### src/rtl/mem_port_arbiter.sv
// Shares one single-port data RAM between fetch (read-only) and the memory stage (load/store).
// Latency: grant in IDLE, MEM_LATENCY ACCESS cycles, valid pulse in DONE; one access per MEM_LATENCY+2 cycles.
// Backpressure: level requests wait while busy; MEM has priority, fetch wins after STARVE_LIMIT MEM grants.
module mem_port_arbiter #(
    parameter int ADDR_W       = 32,
    parameter int DATA_W       = 32,
    parameter int MEM_LATENCY  = 3,
    parameter int STARVE_LIMIT = 2
) (
    input  logic              clk,
    input  logic              reset,
    input  logic              if_req,
    input  logic [ADDR_W-1:0] if_addr,
    output logic              if_valid,
    output logic [DATA_W-1:0] if_rdata,
    input  logic              mem_req,
    input  logic              mem_we,
    input  logic [ADDR_W-1:0] mem_addr,
    input  logic [DATA_W-1:0] mem_wdata,
    output logic              mem_valid,
    output logic [DATA_W-1:0] mem_rdata,
    output logic              ram_en,
    output logic              ram_we,
    output logic [ADDR_W-1:0] ram_addr,
    output logic [DATA_W-1:0] ram_wdata,
    input  logic [DATA_W-1:0] ram_rdata,
    output logic              busy
);

    localparam int CNT_W = (MEM_LATENCY > 1) ? $clog2(MEM_LATENCY) : 1;
    localparam int STK_W = $clog2(STARVE_LIMIT + 1);
    localparam logic [CNT_W-1:0] LAT_M1  = CNT_W'(MEM_LATENCY - 1);
    localparam logic [STK_W-1:0] STK_MAX = STK_W'(STARVE_LIMIT);

    typedef enum logic [1:0] {
        IDLE,
        ACCESS,
        DONE
    } state_t;

    state_t            state;
    state_t            state_nxt;
    logic [CNT_W-1:0]  cnt;
    logic [STK_W-1:0]  streak;
    logic              owner_mem;
    logic              we_q;
    logic [ADDR_W-1:0] addr_q;
    logic [DATA_W-1:0] wdata_q;
    logic              grant_if;
    logic              grant_mem;
    logic              last_access;

    assign last_access = (state == ACCESS) && (cnt == '0);

    // Fetch only loses a tie while the MEM streak is below the limit.
    always_comb begin
        grant_mem = 1'b0;
        grant_if  = 1'b0;
        if (state == IDLE) begin
            if (mem_req && (!if_req || (streak != STK_MAX))) begin
                grant_mem = 1'b1;
            end else if (if_req) begin
                grant_if = 1'b1;
            end
        end
    end

    always_ff @(posedge clk or negedge reset) begin
        if (!reset) begin
            state <= IDLE;
        end else begin
            state <= state_nxt;
        end
    end

    always_comb begin
        state_nxt = state;
        ram_en    = 1'b0;
        ram_we    = 1'b0;
        ram_addr  = '0;
        ram_wdata = '0;
        if_valid  = 1'b0;
        mem_valid = 1'b0;
        busy      = 1'b1;
        case (state)
            IDLE: begin
                busy = 1'b0;
                if (grant_if || grant_mem) begin
                    state_nxt = ACCESS;
                end
            end
            ACCESS: begin
                ram_en    = 1'b1;
                ram_we    = we_q && owner_mem && (cnt == LAT_M1);
                ram_addr  = addr_q;
                ram_wdata = wdata_q;
                if (cnt == '0) begin
                    state_nxt = DONE;
                end
            end
            DONE: begin
                if_valid  = !owner_mem;
                mem_valid = owner_mem;
                state_nxt = IDLE;
            end
            default: begin
                state_nxt = IDLE;
            end
        endcase
    end

    always_ff @(posedge clk or negedge reset) begin
        if (!reset) begin
            cnt       <= '0;
            streak    <= '0;
            owner_mem <= 1'b0;
            we_q      <= 1'b0;
            addr_q    <= '0;
            wdata_q   <= '0;
            if_rdata  <= '0;
            mem_rdata <= '0;
        end else begin
            if (grant_mem) begin
                cnt       <= LAT_M1;
                owner_mem <= 1'b1;
                we_q      <= mem_we;
                addr_q    <= mem_addr;
                wdata_q   <= mem_wdata;
                if (!if_req) begin
                    streak <= '0;
                end else if (streak != STK_MAX) begin
                    streak <= streak + STK_W'(1);
                end
            end else if (grant_if) begin
                cnt       <= LAT_M1;
                owner_mem <= 1'b0;
                we_q      <= 1'b0;
                addr_q    <= if_addr;
                wdata_q   <= '0;
                streak    <= '0;
            end else if ((state == ACCESS) && (cnt != '0)) begin
                cnt <= cnt - CNT_W'(1);
            end

            // Read data lands at the end of the last ACCESS cycle, visible with the valid pulse.
            if (last_access && !we_q) begin
                if (owner_mem) begin
                    mem_rdata <= ram_rdata;
                end else begin
                    if_rdata <= ram_rdata;
                end
            end
        end
    end

endmodule

### config.mk
export PLATFORM = sky130hd
export DESIGN_NAME = mem_port_arbiter
export DESIGN_NICKNAME = d
export VERILOG_FILES = /design/src/rtl/mem_port_arbiter.sv
export SDC_FILE = /design/constraint.sdc
export NUM_CORES = 1
export LEC_CHECK = 0
export ABC_CLOCK_PERIOD_IN_PS = 1700
export BUFFER_PORTS_ARGS = -buffer_cell sky130_fd_sc_hd__buf_2
export CORE_MARGIN = 2
export CORE_UTILIZATION = 35
export DETAILED_ROUTE_END_ITERATION = 12
export GPL_ROUTABILITY_DRIVEN = 0
export SYNTH_ARGS = -nofsm -noshare
export SYNTH_HDL_FRONTEND = slang
export SYNTH_SLANG_ARGS = --single-unit
### constraint.sdc
create_clock -name clk -period 1.7 [get_ports clk]
set_input_delay 0.17 -clock clk [delete_from_list [all_inputs] [get_ports clk]]
set_output_delay 0.17 -clock clk [all_outputs]
set_load 0.03 [all_outputs]
==> flow_metrics.py <==
metrics = {
    "critical_path": {
        "cp.buffers_inverters": 3,
        "crit_family": "buffers and inverters",
        "worstSetupPathType": "reg -> reg",
        "crit_top_cell": "buf_6",
        "cp_max_fo": 8,
        "cp_slowest_cell": "dfrtp_1",
        "critPathCaptureType": "register",
        "cp.arrival_ns": 2.07,
        "start_kind": "register",
        "cpPeakStageDelay_ns": 0.39,
        "worstPathCellList": "nand2b_4, buf_6, nor4b_4, buf_6, clkbuf_16, mux2_2",
        "worstPathRequired_ns": 1.99,
    },
    "logic_synthesis": {
        "synth-main-ff-cell": "dfrtp_1",
        "synth_cells": 471,
        "synth_largest_area_cell": "dfrtp_1",
        "yosysSeqAreaShare": 0.559,
        "synth-edff-count": 0,
        "syn_avg_cell_area_sq_um": 12.9,
        "synth_cell_types": 32,
        "synth_area_leaders": "dfrtp_1, mux2_2, and2_1",
        "synth_common_cells": "dfrtp_1, and2_1, mux2_2, a22o_1",
        "synth_most_common_cell": "dfrtp_1",
        "synth_area_sq_um": 6090,
        "yosysTopAreaCellShare": 0.559,
        "ys_ff_latch": 136,
        "syn_nets": 607,
        "yosysWarnings": 0,
        "async_flop_share": 1.00,
    },
    "detailed_routing": {
        "routed_via_density": 5.04,
        "drt_iter0_markers": 181,
        "drt_pre_antenna_iters": 4,
        "wl_per_cell_um": 18.3,
        "drtAntennaViolNets": 0,
        "vias": 5351,
        "drc": 0,
        "drt_wl_total_um": 19400,
    },
    "global_routing": {
        "track_usage": 0.197,
        "antenna_found_initial": 0,
        "grt_pass1_vias": 5541,
        "grt_first_pass_wirelength_um": 28200,
        "grt-ovfl-total": 0,
        "grt_max_degree": 51,
        "busiest_layer": "met2",
        "grtUsageMet3": 0.0559,
        "use_met1": 0.227,
        "grtUsageMet2": 0.352,
    },
    "final_layout": {
        "final_util": 0.566,
        "drive_gt1_frac": 0.481,
        "area_delta_synth_final_pct": 59.7,
        "num_antenna_cells": 0,
        "layout.cells.non_filler": 1062,
        "final_nets": 961,
    },
    "timing": {
        "hold_violations": 0,
        "fin_ws_ns": -0.0819,
        "worstMarginPinSlew_ns": 0.487,
        "slew_headroom": 0.675,
        "finalClockSkew_ns": 0.0110,
        "final_max_slew_viol_count": 0,
        "tns_ns": -2.76,
        "final.period_utilization": 1.05,
        "rsz0062_at_grt": "true",
        "setup_viol": 91,
        "hold_slack_ns": 0.0175,
        "fin_crit_ns": 1.78,
        "max_freq_ghz": 0.561,
    },
    "floorplanning": {
        "die_h_um": 136,
        "core_sq_um": 17200,
        "rows": 48,
        "start_util": 0.355,
        "fp.dieW_um": 136,
        "dieArea_sq_um": 18500,
        "num_io_pins": 266,
    },
    "job": {
        "max_cap_violations": 0,
    },
    "power": {
        "total_power_mw": 21.2,
        "p_leak_nw": 4.68,
        "powerDensity_nw_per_um2": 2180,
        "peakVddDrop_mv": 1.09,
    },
    "status": {
        "status": "complete, but fails checks",
        "violations": "setup timing",
    },
    "hold_path": {
        "hp-class": "in -> reg",
    },
    "clock_tree": {
        "cts_tree": "built",
        "cts.clk_slew.worst_paths_ns": 0.06,
        "clk_path_buf_depth": 2,
        "clock_sinks": 136,
        "root_buffer": "clkbuf_16",
        "numCtsBuffers": 17,
        "htree_levels": 4,
        "worst_skew_pair.late_latency_ns": 0.41,
    },
    "placement": {
        "dp.cells": 942,
        "hpwl_um": 11800,
        "port_buffers": 265,
    },
}
[worst reg2reg max path: stages (launching register included)]
cell and delay (ns):
dfrtp_1 0.39, nand2b_4 0.18, buf_6 0.13, nor4b_4 0.27
buf_6 0.18, clkbuf_16 0.18, mux2_2 0.34
[flip-flops by register name, indices dropped and copies added (netlist names)]
name	count
addr_q	32
cnt	2
if_rdata	32
mem_rdata	32
owner_mem	1
state	2
streak	2
wdata_q	32
we_q	1
[final cells by class]
cell class	instances	area, sq um
Multi-Input combinational cell	286	2550
Timing Repair Buffer	378	2830
Fill cell	1434	7450
Tap cell	225	282
Clock inverter	14	200
Inverter	6	32.5
Sequential cell	136	3400
Clock buffer	17	425
[what timing repair did]
action / in CTS / in global routing
setup endpoints to repair: 112 / 105
gates resized for setup: 71 / 38
buffers inserted: 2 / 6
pin swaps: 0 / 3
endpoints found under the hold margin: 126 / 0
gates cloned: 2 / 5
hold buffers: 74 / 0
[cell families after synthesis]
logic type / share of synthesized area
AO/OA/AOI/OAI: 0.150
adder cells (fa/ha/maj): 0.00616
buffers and inverters: 0.0370
flip-flops: 0.559
multiplexers: 0.118
AND/OR/NAND/NOR: 0.129
[stage by stage]
| stage | area (sq um) | setup WS (ns) |
|---|---|---|
| after floorplan | 6090 | 0.00323 |
| after global placement | 7830 | -0.0323 |
| after detailed placement | 7830 | -0.114 |
| after CTS | 9440 | -0.107 |
| after global routing | 9730 | -0.158 |
| final | 9730 | -0.0819 |
[worst paths after layout]
check                                   startpoint                        end  slack, ns  depth (start not counted)
setup / recovery              state[1]$_DFFE_PN0P_   if_rdata[19]$_DFFE_PN0P_      -0.08                          6
hold / removal                        ram_rdata[8]   mem_rdata[8]$_DFFE_PN0P_       0.02                          2
setup reg to reg              state[1]$_DFFE_PN0P_   if_rdata[19]$_DFFE_PN0P_      -0.08                          6
hold reg to reg            if_rdata[7]$_DFFE_PN0P_    if_rdata[7]$_DFFE_PN0P_       0.48                          1
max in group asynchronous                    reset  mem_rdata[16]$_DFFE_PN0P_       0.80                          3
min in group asynchronous                    reset    if_rdata[0]$_DFFE_PN0P_       0.27                          2
[layer usage]
| layer | part of all wire | up-vias |
|---|---|---|
| met5 | 0 | - |
| met4 | 0.013 | 0 |
| met3 | 0.071 | 20 |
| met2 | 0.51 | 232 |
| met1 | 0.41 | 2631 |
| li1 | - | 2468 |
[report_power, final]
part,total (mW),internal [mW],switching [mW]
Clock,3.89,2.46,1.42
Combinational,11.7,5.08,6.63
Sequential,5.64,4.83,0.813
[cell usage in the layout (no fill, tap or decap), types with 4 or more instances in the layout]
cell type,count
a311o_1,32
mux2_4,16
clkbuf_16,21
buf_6,12
bufinv_16,4
mux2_1,6
buf_12,11
mux2_2,42
dlygate4sd3_1,74
o21ai_0,5
buf_4,76
and2_1,65
clkinv_4,4
dfrtp_1,135
a22o_1,33
inv_1,4
and4_1,32
buf_2,197
o21a_1,32
(Power assumes the default switching activity.)
